**src/rtl/sub_mp_seq.sv**
```systemverilog
// Multi-precision subtraction sequencer: Y = A - B over LIMBS limbs of N bits, one limb per clock, LSB first.
// Optional build macro SUB_MP_SEQ_SAT_EN clamps an underflowing result to zero.
module sub_mp_seq #(
  parameter int N     = 8,
  parameter int LIMBS = 4
) (
  input  logic               clk,
  input  logic               rst_n,
  input  logic               start,
  input  logic [N*LIMBS-1:0] a,
  input  logic [N*LIMBS-1:0] b,
  output logic               busy,
  output logic               done,
  output logic [N*LIMBS-1:0] y,
  output logic               borrow,
  output logic               zero
);

  localparam int W    = N * LIMBS;
  localparam int IDXW = (LIMBS > 1) ? $clog2(LIMBS) : 1;
  localparam logic [IDXW-1:0] IDX_ZERO = IDXW'(0);
  localparam logic [IDXW-1:0] IDX_ONE  = IDXW'(1);
  localparam logic [IDXW-1:0] IDX_LAST = IDXW'(LIMBS - 1);

  typedef enum logic [0:0] {
    IDLE = 1'b0,
    RUN  = 1'b1
  } state_t;

  state_t          state_q, state_d;
  logic [IDXW-1:0] idx_q, idx_d;
  logic            wb_q, wb_d;
  logic [W-1:0]    a_q, a_d;
  logic [W-1:0]    b_q, b_d;
  logic [W-1:0]    work_q, work_d;
  logic [W-1:0]    y_q, y_d;
  logic            borrow_q, borrow_d;
  logic            zero_q, zero_d;
  logic            done_q, done_d;

  logic [N-1:0]    a_limb_s;
  logic [N-1:0]    b_limb_s;
  logic [N:0]      diff_s;

  // Next-state logic: operand capture in IDLE, one limb of subtract-with-borrow per RUN cycle.
  always_comb begin
    state_d  = state_q;
    idx_d    = idx_q;
    wb_d     = wb_q;
    a_d      = a_q;
    b_d      = b_q;
    work_d   = work_q;
    y_d      = y_q;
    borrow_d = borrow_q;
    zero_d   = zero_q;
    done_d   = 1'b0;

    a_limb_s = a_q[idx_q*N +: N];
    b_limb_s = b_q[idx_q*N +: N];
    // Bit N of the (N+1)-bit difference is the borrow out of this limb.
    diff_s   = {1'b0, a_limb_s} - {1'b0, b_limb_s} - {{N{1'b0}}, wb_q};

    case (state_q)
      IDLE: begin
        if (start) begin
          a_d     = a;
          b_d     = b;
          wb_d    = 1'b0;
          idx_d   = IDX_ZERO;
          work_d  = {W{1'b0}};
          state_d = RUN;
        end else begin
          state_d = IDLE;
        end
      end
      RUN: begin
        work_d[idx_q*N +: N] = diff_s[N-1:0];
        wb_d                 = diff_s[N];
        if (idx_q == IDX_LAST) begin
`ifdef SUB_MP_SEQ_SAT_EN
          if (diff_s[N]) begin
            y_d = {W{1'b0}};
          end else begin
            y_d = work_d;
          end
`else
          y_d = work_d;
`endif
          borrow_d = diff_s[N];
          zero_d   = (y_d == {W{1'b0}});
          done_d   = 1'b1;
          idx_d    = IDX_ZERO;
          state_d  = IDLE;
        end else begin
          idx_d = idx_q + IDX_ONE;
        end
      end
      default: begin
        state_d = IDLE;
      end
    endcase
  end

  // State, operand, working and result registers.
  always_ff @(posedge clk or negedge rst_n) begin
    if (!rst_n) begin
      state_q  <= IDLE;
      idx_q    <= IDX_ZERO;
      wb_q     <= 1'b0;
      a_q      <= {W{1'b0}};
      b_q      <= {W{1'b0}};
      work_q   <= {W{1'b0}};
      y_q      <= {W{1'b0}};
      borrow_q <= 1'b0;
      zero_q   <= 1'b0;
      done_q   <= 1'b0;
    end else begin
      state_q  <= state_d;
      idx_q    <= idx_d;
      wb_q     <= wb_d;
      a_q      <= a_d;
      b_q      <= b_d;
      work_q   <= work_d;
      y_q      <= y_d;
      borrow_q <= borrow_d;
      zero_q   <= zero_d;
      done_q   <= done_d;
    end
  end

  assign busy   = (state_q == RUN);
  assign done   = done_q;
  assign y      = y_q;
  assign borrow = borrow_q;
  assign zero   = zero_q;

endmodule
```
**config.mk**
```make
export PLATFORM = sky130hd
export DESIGN_NAME = sub_mp_seq
export DESIGN_NICKNAME = d
export VERILOG_FILES = /design/src/rtl/sub_mp_seq.sv
export SDC_FILE = /design/constraint.sdc
export NUM_CORES = 1
export LEC_CHECK = 0
export ABC_CLOCK_PERIOD_IN_PS = 4800
export BUFFER_PORTS_ARGS = -buffer_cell sky130_fd_sc_hd__buf_2
export CORE_MARGIN = 2
export CORE_UTILIZATION = 48
export CTS_CLUSTER_DIAMETER = 150
export DETAILED_ROUTE_END_ITERATION = 16
export GPL_ROUTABILITY_DRIVEN = 0
export PLACE_DENSITY = 0.69
export SLEW_MARGIN = 20
export SYNTH_ARGS = -nofsm -noshare
export SYNTH_HDL_FRONTEND = slang
export SYNTH_SLANG_ARGS = --single-unit
```
**constraint.sdc**
```tcl
create_clock -name clk -period 4.8 [get_ports clk]
set_input_delay 0.96 -clock clk [delete_from_list [all_inputs] [get_ports clk]]
set_output_delay 0.96 -clock clk [all_outputs]
set_load 0.1 [all_outputs]
```
Word-level counts from Yosys, hierarchy flattened:

Cells that the tools add are included.

* add/subtract/negate cells: 4
* eq/ne operators: 2
* shift operators: 4
* muxes and demuxes: 13
* bitwise logic cells: 1
* reduce and logical (&&, ||, !) cells: 3

Operator list (count)
* $pmux W32 S2: 1
* $shiftx A32 B6 Y8: 2
* $neg A5 Y34: 1
* $shift A8 B34 Y32 const A: 1
* $shiftx A8 B34 Y32: 1
* $bwmux W32: 1
* $logic_not A32 Y1: 1
* $mux W32: 1
* $sub A8 B8 Y9: 1
* $sub A9 B1 Y9: 1
* $mux W1: 5
* $mux W2: 2
* $pmux W1 S2: 2
* $pmux W2 S2: 1
* $reduce_and A2 Y1: 2
* $add A2 B1 Y2 const B: 1
* $eq A2 B2 Y1 const B: 1
* $ne A2 B2 Y1 const B: 1
* $not A1 Y1: 1

* bits in registers: 135
* input bits: 67
* logic and storage cells: 37

Logic depth before layout (Yosys ltp):

* depth after elaboration: 6
* depth in mapped cells: 13
* gate-level depth less buffers: 12

Worst setup path after synthesis:

No wires, ideal clock.

* path type: register to register
* start point: reg idx_q[0]
* end point: reg zero_q (netlist: zero)
* setup time: 71 ps
* data arrival time: 4015 ps
* setup slack: 714 ps
* stages on the path, launching flop included: 13
* path buffers: 2
* period minus slack after synthesis: 4086 ps
* cell sequence: dfrtp_1 > buf_4 > buf_1 > mux4_2 > fa_1 > fa_1 > nand2b_1 > a31o_2 > a21oi_1 > xnor2_1 > o22ai_1 > nor4_1 > a32o_1

* cells in the longest elaborated chain, start to end: 6

RTL lines
* from (decl): RTL line 31 `logic [IDXW-1:0] idx_q, idx_d;`
* from (signal assigned): RTL line 119 `idx_q <= idx_d;`
* $shiftx A32 B6 Y8, on equally long branches: RTL line 58, 59
* $sub A8 B8 Y9: RTL line 61 `diff_s = {1'b0, a_limb_s} - {1'b0, b_limb_s} - {{N{1'b0}}, wb_q};`
* $sub A9 B1 Y9: RTL line 61
* $shiftx A8 B34 Y32: RTL line 77 `work_d[idx_q*N +: N] = diff_s[N-1:0];`
* $bwmux W32: RTL line 77
* $logic_not A32 Y1: RTL line 90 `zero_d = (y_d == {W{1'b0}});`
* to (signal assigned): RTL line 126 `zero_q <= zero_d;`
* to (decl): RTL line 38 `logic zero_q, zero_d;`

Parallel ways exist; a longest one is shown, timed or not.
A chain may end at the register's enable or synchronous reset.

Final worst setup path:

Ends and elaborated chain as after synthesis.

==> flow_summary_export.csv <==
group,metric,value,unit
grt,grt_pass1_vias,4918,
worst_setup_path,cp_common_cell,"fa_1",
grt,overflow,0,
placement,hpwl,10400,um
worst_hold_path,hp-class,"reg2reg",
worst_setup_path,path_cells,"mux4_2 > fa_1 > fa_1 > nand2b_1 > a31o_2 > a21oi_1 > xnor2_1 > o22ai_1 > nor4_1 > a32o_1",
route,drt-initial-drc-count,325,
worst_setup_path,crit_slowest_cell,"dfrtp_1",
yosys,syn_avg_cell_area,11.3,um^2
grt,grt_start_max_net_pins,76,
worst_setup_path,critical_path_buf_inv_count,0,
die,num_rows,42,
route,routed_wl,14700,um
yosys,ys_types,52,
clock_network,htree_levels,4,
clock_network,cts_sinks,135,
worst_setup_path,cp_data_required_time,5160,ps
layout,instances_no_fill,866,
sta,maxSlewHeadroom,37.4,%
clock_network,clockBufferDepth,2,
placement,placed_cells,834,
placement,numPortBuffers,102,
run,maxCapViolCount,0,
clock_network,clkLatencyLatePin,430,ps
clock_network,cts_tree,"yes",
yosys,synth_area,6570,um^2
die,io_pins,103,
run_status,outcome,"completed",
sta,rsz0062_at_grt,"no",
route,wl_per_cell,17.0,um
layout,layout-drive-gt1-share,33.9,%
worst_setup_path,arrival,4340,ps
worst_setup_path,critPathMaxStageDelay,770,ps
sta,tightest_slew,940,ps
die,die_h,121,um
grt,grt_antenna_before_repair,0,
worst_setup_path,crit_type,"reg2reg",
route,ant_nets,0,
yosys,yosys_warnings,0,
route,drc_errors,0,
clock_network,postCtsSetupBuffers,0,
yosys,async_flop_share,100,%
yosys,syn_inst,581,
clock_network,path_clk_slew,60,ps
sta,hold_viol,0,
die,die_area,14600,um^2
die,core,13300,um^2
worst_setup_path,start_kind,"flip-flop",
layout,nNetsFinal,764,
yosys,synth_top_flop_cell,"dfrtp_1",
yosys,syn-num-nets,668,
sta,clock_skew,8.90,ps
route,first_pass_iters,5,
sta,layout_min_cycle_time,3980,ps
yosys,yosys.area.top_type_share,51.4,%
clock_network,cts-root-buf,"clkbuf_16",
layout,n_antenna_cell,0,
sta,finalSetupViolCount,0,
yosys,synth-seq-cells,135,
sta,fin_crit_sh,82.9,%
die,fp.dieW,121,um
sta,tns,0,ps
sta,final-max-slew-violation-count,0,
route,via_per_inst,5.50,
die,start_util,49.4,%
sta,fmax,0.251,GHz
route,vias,4765,
worst_setup_path,path_delay_family,"compound AO/OA/AOI/OAI gates",
yosys,ys_seq_area_share,51.4,%
worst_setup_path,path_max_fanout,12,
clock_network,ctsHoldBuffers,0,
yosys,netlist.top_cell.by_area,"dfrtp_1",
yosys,synth_most_common_cell,"dfrtp_1",
yosys,synth_edf_count,0,
yosys,yosys-top-cells-count,"dfrtp_1, nand2_1, mux2_2",
worst_setup_path,endpoint_kind,"flip-flop",
grt,grt.total_usage,22.1,%
grt,grt_pass1_wl,24900,um
layout,areaGrowthSynthToFinish,19.9,%
clock_network,cts_inserted_buffers,17,
yosys,synthTopCellsByArea,"dfrtp_1, mux2_2, mux4_2",
clock_network,cts_resized,0,
-- metrics by stage --
stage	setup slack (ps)	hold slack (ps)	utilization (%)	instance area [um^2]
finish	822	466	59.3	7880
global route	526	493	59.3	7880
CTS	852	472	59.3	7880
detailed placement	879	458	54.4	7230
global placement	940	455	54.4	7230
floorplan	714	475	-	6570
-- flip-flops by register name, indices dropped and copies added, names as in the netlist --
name,cells
a_q,32
b_q,32
borrow,1
busy,1
done,1
idx_q,2
wb_q,1
work_q,32
y,32
zero,1
-- layout make-up --
type / instances / area (um^2)
fillers: 1142 / 5420
flip-flops and latches: 135 / 3380
multi-input cells: 364 / 2860
repair buffers: 111 / 593
clock buffers: 20 / 447
well taps: 176 / 220
clock inverters: 12 / 200
inverters: 48 / 180
-- placed cells by master (no fill, tap or decap), types with 2 or more instances in the layout --
cell / count
o21a_1: 2
xor2_1: 2
fa_1: 2
xnor2_1: 6
o31ai_1: 22
or4_1: 4
clkinv_4: 2
nor2b_4: 2
ha_1: 18
a22o_1: 4
clkinvlp_4: 3
or3_1: 2
mux2_2: 64
nor2_1: 18
nor2b_1: 2
clkbuf_1: 2
a31oi_1: 2
nand3_1: 3
bufinv_16: 5
buf_4: 9
inv_1: 47
nand4_1: 2
o21bai_1: 2
nand2_1: 95
o21ai_0: 14
and2_2: 2
a22oi_1: 3
and3_1: 2
mux4_2: 16
nand2b_1: 12
a21oi_1: 13
mux2i_1: 8
nand3b_1: 2
a221oi_1: 4
clkinv_2: 2
buf_2: 101
o22ai_1: 21
dfrtp_1: 134
nor4_1: 2
clkbuf_16: 17
-- worst min-delay path, stage by stage (launching register included) --
cell     delay, ps
dfrtp_1        340
nand2_1         50
nand2_1         50
-- logic make-up after synthesis --
group | after synthesis | share of synthesized area, %
buffers and inverters | 82 | 5.20
XOR/XNOR | 8 | 1.07
adder cells (fa/ha/maj) | 20 | 4.04
multiplexers | 88 | 17.7
flip-flops | 135 | 51.4
AND/OR/NAND/NOR | 155 | 10.9
AO/OA/AOI/OAI | 93 | 9.75
-- metal layers --
layer  vias to the layer above  share of wire, %  track usage, %
met2                       158                50            36.3
li1                       2219                 -               -
met1                      2360                42            28.3
met5                         -                 0               0
met3                        28               5.5            5.17
met4                         0               2.1            8.72
-- path summary, 6_finish.rpt --
path / from / end / slack (ps) / cells after the start
max: idx_q[0] / zero / 820 / 10
min: y[9] / y[9] / 470 / 2
max in group asynchronous: rst_n / work_q[28] / 3100 / 2
min in group asynchronous: rst_n / work_q[15] / 680 / 1
min reg2reg: y[9] / y[9] / 470 / 2
max reg2reg: idx_q[0] / zero / 820 / 10
Power is left out: the tool's default activity adds up to more than one toggle a clock period on the data nets, which glitch-free logic cannot reach.
